**config.mk**
```make
export PLATFORM = sky130hd
export DESIGN_NAME = bus_arbiter_flat
export DESIGN_NICKNAME = d
export VERILOG_FILES = /design/src/rtl/bus_arbiter_if.sv /design/src/rtl/bus_arbiter.sv /design/src/flat_wrapper.sv
export SDC_FILE = /design/constraint.sdc
export NUM_CORES = 1
export LEC_CHECK = 0
export ABC_AREA = 1
export ABC_CLOCK_PERIOD_IN_PS = 1550
export CELL_PAD_IN_SITES_DETAIL_PLACEMENT = 1
export CELL_PAD_IN_SITES_GLOBAL_PLACEMENT = 1
export CORE_MARGIN = 5
export CORE_UTILIZATION = 11
export CTS_BUF_LIST = sky130_fd_sc_hd__clkbuf_4 sky130_fd_sc_hd__clkbuf_8
export DETAILED_ROUTE_END_ITERATION = 8
export PLACE_DENSITY = 0.81
export SLEW_MARGIN = 20
export SYNTH_ARGS = -nofsm -noshare
export SYNTH_HDL_FRONTEND = slang
export SYNTH_SLANG_ARGS = --single-unit
```
**constraint.sdc**
```tcl
create_clock -name clk -period 1.55 [get_ports clk]
set_clock_uncertainty 0.05 [all_clocks]
set_input_delay 0.155 -clock clk [delete_from_list [all_inputs] [get_ports clk]]
set_output_delay 0.155 -clock clk [all_outputs]
set_load 0.02 [all_outputs]
```
**src/rtl/bus_arbiter_if.sv**
```systemverilog
// Memory-mapped port with waitrequest/readdatavalid handshake, shared by the
// instruction bus, the data bus and the arbitrated memory side.
interface bus_arbiter_if #(
  parameter int AW = 32,
  parameter int DW = 32
);
  logic            read;
  logic            write;
  logic [AW-1:0]   address;
  logic [DW-1:0]   writedata;
  logic [DW/8-1:0] byteenable;
  logic            waitrequest;
  logic [DW-1:0]   readdata;
  logic            readdatavalid;

  modport master (
    output read, write, address, writedata, byteenable,
    input  waitrequest, readdata, readdatavalid
  );

  modport slave (
    input  read, write, address, writedata, byteenable,
    output waitrequest, readdata, readdatavalid
  );
endinterface

```
**src/rtl/bus_arbiter.sv**
```systemverilog
// Shares one memory port between ibus (read-only) and dbus; one read in flight.
// Define BUS_ARB_RR_EN for round-robin grants instead of dbus priority with a starvation limit.
module bus_arbiter #(
  parameter int AW           = 32,
  parameter int DW           = 32,
  parameter int STARVE_LIMIT = 4
) (
  input logic           clk,
  input logic           rst,
  bus_arbiter_if.slave  ibus,
  bus_arbiter_if.slave  dbus,
  bus_arbiter_if.master mem
);
  typedef enum logic [1:0] {IDLE, HOLD, RESP} state_t;
  typedef enum logic       {OWN_I, OWN_D}     owner_t;

  state_t state_q, state_d;
  owner_t owner_q, owner_d;
  owner_t resp_owner_q, resp_owner_d;
  owner_t grant;
  logic   grant_vld;
  logic   grant_read;
  logic   grant_write;
  logic   accept;
  logic   resp_valid;
  logic   rst_q;
  logic   blocked;
  logic   i_req;
  logic   d_req;
  logic   prefer_d;
  logic [AW-1:0]   grant_address;
  logic [DW-1:0]   grant_writedata;
  logic [DW/8-1:0] grant_byteenable;

  assign i_req   = ibus.read;
  assign d_req   = dbus.read | dbus.write;
  // Nothing is issued or forwarded during reset and the cycle right after it.
  assign blocked = rst | rst_q;

  assign ibus.readdata = mem.readdata;
  assign dbus.readdata = mem.readdata;

`ifdef BUS_ARB_RR_EN
  owner_t last_grant_q;

  assign prefer_d = (last_grant_q == OWN_I);

  always_ff @(posedge clk) begin
    if (rst)         last_grant_q <= OWN_I;
    else if (accept) last_grant_q <= grant;
  end
`else
  localparam int            SW    = $clog2(STARVE_LIMIT + 1);
  localparam logic [SW-1:0] LIMIT = SW'(STARVE_LIMIT);

  logic [SW-1:0] starve_q;

  assign prefer_d = (starve_q < LIMIT);

  // Counts ibus wait cycles; frozen while a response is outstanding.
  always_ff @(posedge clk) begin
    if (rst) begin
      starve_q <= '0;
    end else if (!blocked && state_q != RESP) begin
      if (!ibus.read || (accept && grant == OWN_I)) starve_q <= '0;
      else if (starve_q < LIMIT)                    starve_q <= starve_q + 1'b1;
    end
  end
`endif

  // NOTE: every signal gets a default first so no path through the block infers a latch.
  always_comb begin
    grant     = OWN_D;
    grant_vld = 1'b0;
    if (!blocked) begin
      case (state_q)
        IDLE: begin
          grant_vld = i_req | d_req;
          grant     = (d_req && (!i_req || prefer_d)) ? OWN_D : OWN_I;
        end
        HOLD: begin
          grant_vld = 1'b1;
          grant     = owner_q;
        end
        default: ;
      endcase
    end
  end

  // A dbus request with both read and write set is a write.
  assign grant_write = (grant == OWN_D) && dbus.write;
  assign grant_read  = (grant == OWN_I) || (dbus.read && !dbus.write);
  assign accept      = grant_vld && !mem.waitrequest;
  assign resp_valid  = !blocked && (state_q == RESP) && mem.readdatavalid;

  assign grant_address    = (grant == OWN_D) ? dbus.address    : ibus.address;
  assign grant_writedata  = dbus.writedata;
  assign grant_byteenable = (grant == OWN_D) ? dbus.byteenable : {(DW/8){1'b1}};

  assign mem.read       = grant_vld && grant_read;
  assign mem.write      = grant_vld && grant_write;
  assign mem.address    = grant_address;
  assign mem.writedata  = grant_writedata;
  assign mem.byteenable = grant_byteenable;

  assign ibus.waitrequest = !(grant_vld && grant == OWN_I) || mem.waitrequest;
  assign dbus.waitrequest = !(grant_vld && grant == OWN_D) || mem.waitrequest;

  assign ibus.readdatavalid = resp_valid && (resp_owner_q == OWN_I);
  assign dbus.readdatavalid = resp_valid && (resp_owner_q == OWN_D);

  always_comb begin
    state_d      = state_q;
    owner_d      = owner_q;
    resp_owner_d = resp_owner_q;
    if (blocked) begin
      state_d = IDLE;
    end else if (grant_vld) begin
      if (!mem.waitrequest) begin
        state_d      = grant_read ? RESP : IDLE;
        resp_owner_d = grant;
      end else begin
        state_d = HOLD;
        owner_d = grant;
      end
    end else if (resp_valid) begin
      state_d = IDLE;
    end
  end

  // NOTE: non-blocking assignments so every register samples pre-edge values.
  always_ff @(posedge clk) begin
    rst_q <= rst;
    if (rst) begin
      state_q      <= IDLE;
      owner_q      <= OWN_I;
      resp_owner_q <= OWN_I;
    end else begin
      state_q      <= state_d;
      owner_q      <= owner_d;
      resp_owner_q <= resp_owner_d;
    end
  end
endmodule

```
**src/flat_wrapper.sv**
```systemverilog
// flat-port wrapper written by rule: the top's interface ports become plain ports
module bus_arbiter_flat 
#(
  parameter int AW           = 32,
  parameter int DW           = 32,
  parameter int STARVE_LIMIT = 4
)
  (clk, rst, ibus_read, ibus_write, ibus_address, ibus_writedata, ibus_byteenable, ibus_waitrequest, ibus_readdata, ibus_readdatavalid, dbus_read, dbus_write, dbus_address, dbus_writedata, dbus_byteenable, dbus_waitrequest, dbus_readdata, dbus_readdatavalid, mem_read, mem_write, mem_address, mem_writedata, mem_byteenable, mem_waitrequest, mem_readdata, mem_readdatavalid);
  bus_arbiter_if #(.AW(AW), .DW(DW)) ibus_i ();
  bus_arbiter_if #(.AW(AW), .DW(DW)) dbus_i ();
  bus_arbiter_if #(.AW(AW), .DW(DW)) mem_i ();
  input logic clk;
  input logic rst;
  input wire logic [$bits(ibus_i.read)-1:0] ibus_read;
  input wire logic [$bits(ibus_i.write)-1:0] ibus_write;
  input wire logic [$bits(ibus_i.address)-1:0] ibus_address;
  input wire logic [$bits(ibus_i.writedata)-1:0] ibus_writedata;
  input wire logic [$bits(ibus_i.byteenable)-1:0] ibus_byteenable;
  output wire logic [$bits(ibus_i.waitrequest)-1:0] ibus_waitrequest;
  output wire logic [$bits(ibus_i.readdata)-1:0] ibus_readdata;
  output wire logic [$bits(ibus_i.readdatavalid)-1:0] ibus_readdatavalid;
  input wire logic [$bits(dbus_i.read)-1:0] dbus_read;
  input wire logic [$bits(dbus_i.write)-1:0] dbus_write;
  input wire logic [$bits(dbus_i.address)-1:0] dbus_address;
  input wire logic [$bits(dbus_i.writedata)-1:0] dbus_writedata;
  input wire logic [$bits(dbus_i.byteenable)-1:0] dbus_byteenable;
  output wire logic [$bits(dbus_i.waitrequest)-1:0] dbus_waitrequest;
  output wire logic [$bits(dbus_i.readdata)-1:0] dbus_readdata;
  output wire logic [$bits(dbus_i.readdatavalid)-1:0] dbus_readdatavalid;
  output wire logic [$bits(mem_i.read)-1:0] mem_read;
  output wire logic [$bits(mem_i.write)-1:0] mem_write;
  output wire logic [$bits(mem_i.address)-1:0] mem_address;
  output wire logic [$bits(mem_i.writedata)-1:0] mem_writedata;
  output wire logic [$bits(mem_i.byteenable)-1:0] mem_byteenable;
  input wire logic [$bits(mem_i.waitrequest)-1:0] mem_waitrequest;
  input wire logic [$bits(mem_i.readdata)-1:0] mem_readdata;
  input wire logic [$bits(mem_i.readdatavalid)-1:0] mem_readdatavalid;
  assign ibus_i.read = ibus_read;
  assign ibus_i.write = ibus_write;
  assign ibus_i.address = ibus_address;
  assign ibus_i.writedata = ibus_writedata;
  assign ibus_i.byteenable = ibus_byteenable;
  assign ibus_waitrequest = ibus_i.waitrequest;
  assign ibus_readdata = ibus_i.readdata;
  assign ibus_readdatavalid = ibus_i.readdatavalid;
  assign dbus_i.read = dbus_read;
  assign dbus_i.write = dbus_write;
  assign dbus_i.address = dbus_address;
  assign dbus_i.writedata = dbus_writedata;
  assign dbus_i.byteenable = dbus_byteenable;
  assign dbus_waitrequest = dbus_i.waitrequest;
  assign dbus_readdata = dbus_i.readdata;
  assign dbus_readdatavalid = dbus_i.readdatavalid;
  assign mem_read = mem_i.read;
  assign mem_write = mem_i.write;
  assign mem_address = mem_i.address;
  assign mem_writedata = mem_i.writedata;
  assign mem_byteenable = mem_i.byteenable;
  assign mem_i.waitrequest = mem_waitrequest;
  assign mem_i.readdata = mem_readdata;
  assign mem_i.readdatavalid = mem_readdatavalid;
  bus_arbiter #(.AW(AW), .DW(DW), .STARVE_LIMIT(STARVE_LIMIT)) u_core (.clk(clk), .rst(rst), .ibus(ibus_i), .dbus(dbus_i), .mem(mem_i));
endmodule
```
==> impl_metrics.yaml, run 1 <==
finish:
  drive_gt1_frac: 0.446
  fin_nets: 502
  num-fill-cells: 1792
  instances_no_fill: 507
  design_area_mm2: 0.00289
  final_cell_mix: "nand2_1, clkdlybuf4s50_1, buf_6"
  final_common_cell: "nand2_1"
  syn_to_final_growth_pct: 75.0
  diodes: 0
  final_core_util: 0.198
drt:
  first_iter_violations: 27
  drt-vias-per-instance: 3.48
  vias: 1764
  drtPass1Iterations: 4
  wirelength_um: 7260
  drc: 0
  wl_per_cell_um: 14.3
  drtAntennaViolNets: 0
power_and_ir_drop:
  ir_worst_vdd_v: 0.000195
  p_total_mw: 1.18
  pwr_density_cell_mw_per_mm2: 408
  p_leak_nw: 1.32
critical_path:
  worstPathMaxFanout: 7
  start_kind: "register"
  reg2reg_to: "u_core.state_q[1]"
  crit_arrival_ns: 1.66
  end_kind: "primary output"
  reg2reg_from: "u_core.state_q[0]"
  cp.required_ns: 1.34
  r2r_setup_slack_ns: -0.06
  r2r_cells: 10
  crit_type: "register to primary output"
die:
  dieArea_mm2: 0.0176
  fp-row-count: 44
  start_util: 0.113
  pin_count: 314
  core_mm2: 0.0146
  die_w_um: 133
  die_h_um: 133
logic_synthesis:
  synth_area_mm2: 0.00165
  ys.warnings.count: 0
  synthTopCellsByArea: "buf_4, nand2_1, dfxtp_1"
  netlist.area_leader.share: 0.445
  synth_area_per_cell_um2: 6.10
  ys_seq_area_frac: 0.0969
  yosys_register_bits: 8
  ys_types: 22
  netlist_instances: 271
  synth.largest_area_cell: "buf_4"
  syn-num-nets: 448
clock_network:
  cts.sinks: 8
  cts.htree.levels: 1
  cts_hold_buf: 0
  clk_latency_ns: 0.23
  cts_buffers: 3
  cts.root.buffer_cell: "clkbuf_8"
  clockBufferDepth: 2
  clkTransAtPathRegs_ns: 0.04
  cts_tree: "built"
timing:
  fin_crit_ns: 1.86
  tns_ns: -8.52
  setup_viol: 40
  fmax_mhz: 537
  finalHoldViolations: 0
  worst_slack_ns: -0.312
  rsz0062_at_grt: "yes"
  holdWs_ns: 0.260
  maxSlewHeadroom: 0.870
  min_period_over_period: 1.20
  tightest_slew_ns: 0.192
  final_max_slew_viol_count: 0
hold_path:
  hp-start: "dbus_writedata[23]"
  hold_class: "primary input to primary output"
  hold_depth: 0
  whs_endpoint: "mem_writedata[23]"
placed_design:
  placed_area_mm2: 0.00240
  port_buffers: 116
  pre_cts_slack_ns: -0.761
  place_inst: 486
  hpwlAfterDp_um: 4870
  globalplace.congestion: 0.711
grt:
  antenna_found_initial: 0
  grt_max_degree: 20
  grt_pass1_vias: 1874
  grt-ovfl-total: 0
  grt.total_usage: 0.0769
  grt_pass1_wl_um: 10500
outcome:
  violations: "setup timing"
  status: "finished, violations left"
run:
  maxCapViolCount: 0
==> synth_stat cells (all sizes together) <==
master,number
nand3,7
nand2,111
a21oi,8
o21ai,3
inv,12
or2,4
a21o,1
o21a,1
nor2,13
ha,1
dfxtp,8
buf,102
==> critical path, cell delays in order (launching register included) <==
cell,delay (ns)
dfxtp_4,0.36
a21oi_4,0.16
o21a_4,0.18
nand2_8,0.08
buf_12,0.14
buf_16,0.14
o21ai_4,0.06
inv_2,0.05
nor2_1,0.09
buf_4,0.14
==> layer usage <==
layer	track usage	share of wire	routed length, um	vias up
met5	0	0	0	-
li1	-	-	-	835
met3	0.0372	0.12	885	50
met1	0.0712	0.33	2390	758
met4	0.0445	0.057	414	0
met2	0.138	0.49	3570	121
==> report_power, final <==
part           total, mW  leakage (nW)  switching (mW)  internal, mW
clock              0.258        0.0216          0.0889         0.169
combinational      0.700          1.23           0.298         0.403
sequential         0.222        0.0677         0.00737         0.214
total               1.18          1.32           0.394         0.786
==> worst max path at each step <==
stage                                 start              end  slack [ns]  cells after the start
after detailed placement         dbus_write  mem_address[24]       -0.76                      8
final                     u_core.state_q[0]         mem_read       -0.31                      9
after global placement           dbus_write  mem_address[24]       -0.72                      8
after floorplan           u_core.state_q[1]  mem_address[10]        0.19                      7
after global routing      u_core.state_q[0]         mem_read       -0.38                      9
after CTS                    u_core.owner_q         mem_read       -0.28                      9
==> registers in the layout, summed over array words and instances (netlist names) <==
register and cells:
u_core.resp_owner_q 1, u_core.rst_q 1, u_core.owner_q 1, u_core.starve_q 3
u_core.state_q 2
==> final cells by class <==
type,count,area [um2],share of cell area
Clock buffer,3,41.3,0.0143
Tap cell,184,230,0.0796
Timing Repair Buffer,150,1530,0.529
Sequential cell,8,169,0.0584
Inverter,12,61.3,0.0212
Timing Repair inverter,1,8.76,0.00303
Multi-Input combinational cell,149,852,0.295
==> cell families after synthesis <==
| logic type | synth area share |
|---|---|
| buf+inv | 0.499 |
| flops | 0.0969 |
| fa+ha+maj | 0.00757 |
| compound gates | 0.0515 |
| simple gates | 0.345 |
==> timing repair <==
item / 4_1_cts / 5_1_grt
gates resized for setup: 263 / 43
setup buffers: 10 / 5
setup endpoints to repair: 45 / 47
gates cloned: 4 / 0
pin swaps: 15 / 11
No activity file was read; power rests on OpenSTA's default activity.
==> run 2, diff against run 1 <==
--- a/config.mk
+++ b/config.mk
@@ -7,6 +7,7 @@
 export LEC_CHECK = 0
 export ABC_AREA = 1
 export ABC_CLOCK_PERIOD_IN_PS = 1550
+export CAP_MARGIN = 20
 export CELL_PAD_IN_SITES_DETAIL_PLACEMENT = 1
 export CELL_PAD_IN_SITES_GLOBAL_PLACEMENT = 1
 export CORE_MARGIN = 5
==> results of run 2 <==
The final DEF is identical to that of run 1; final timing and power are the same.
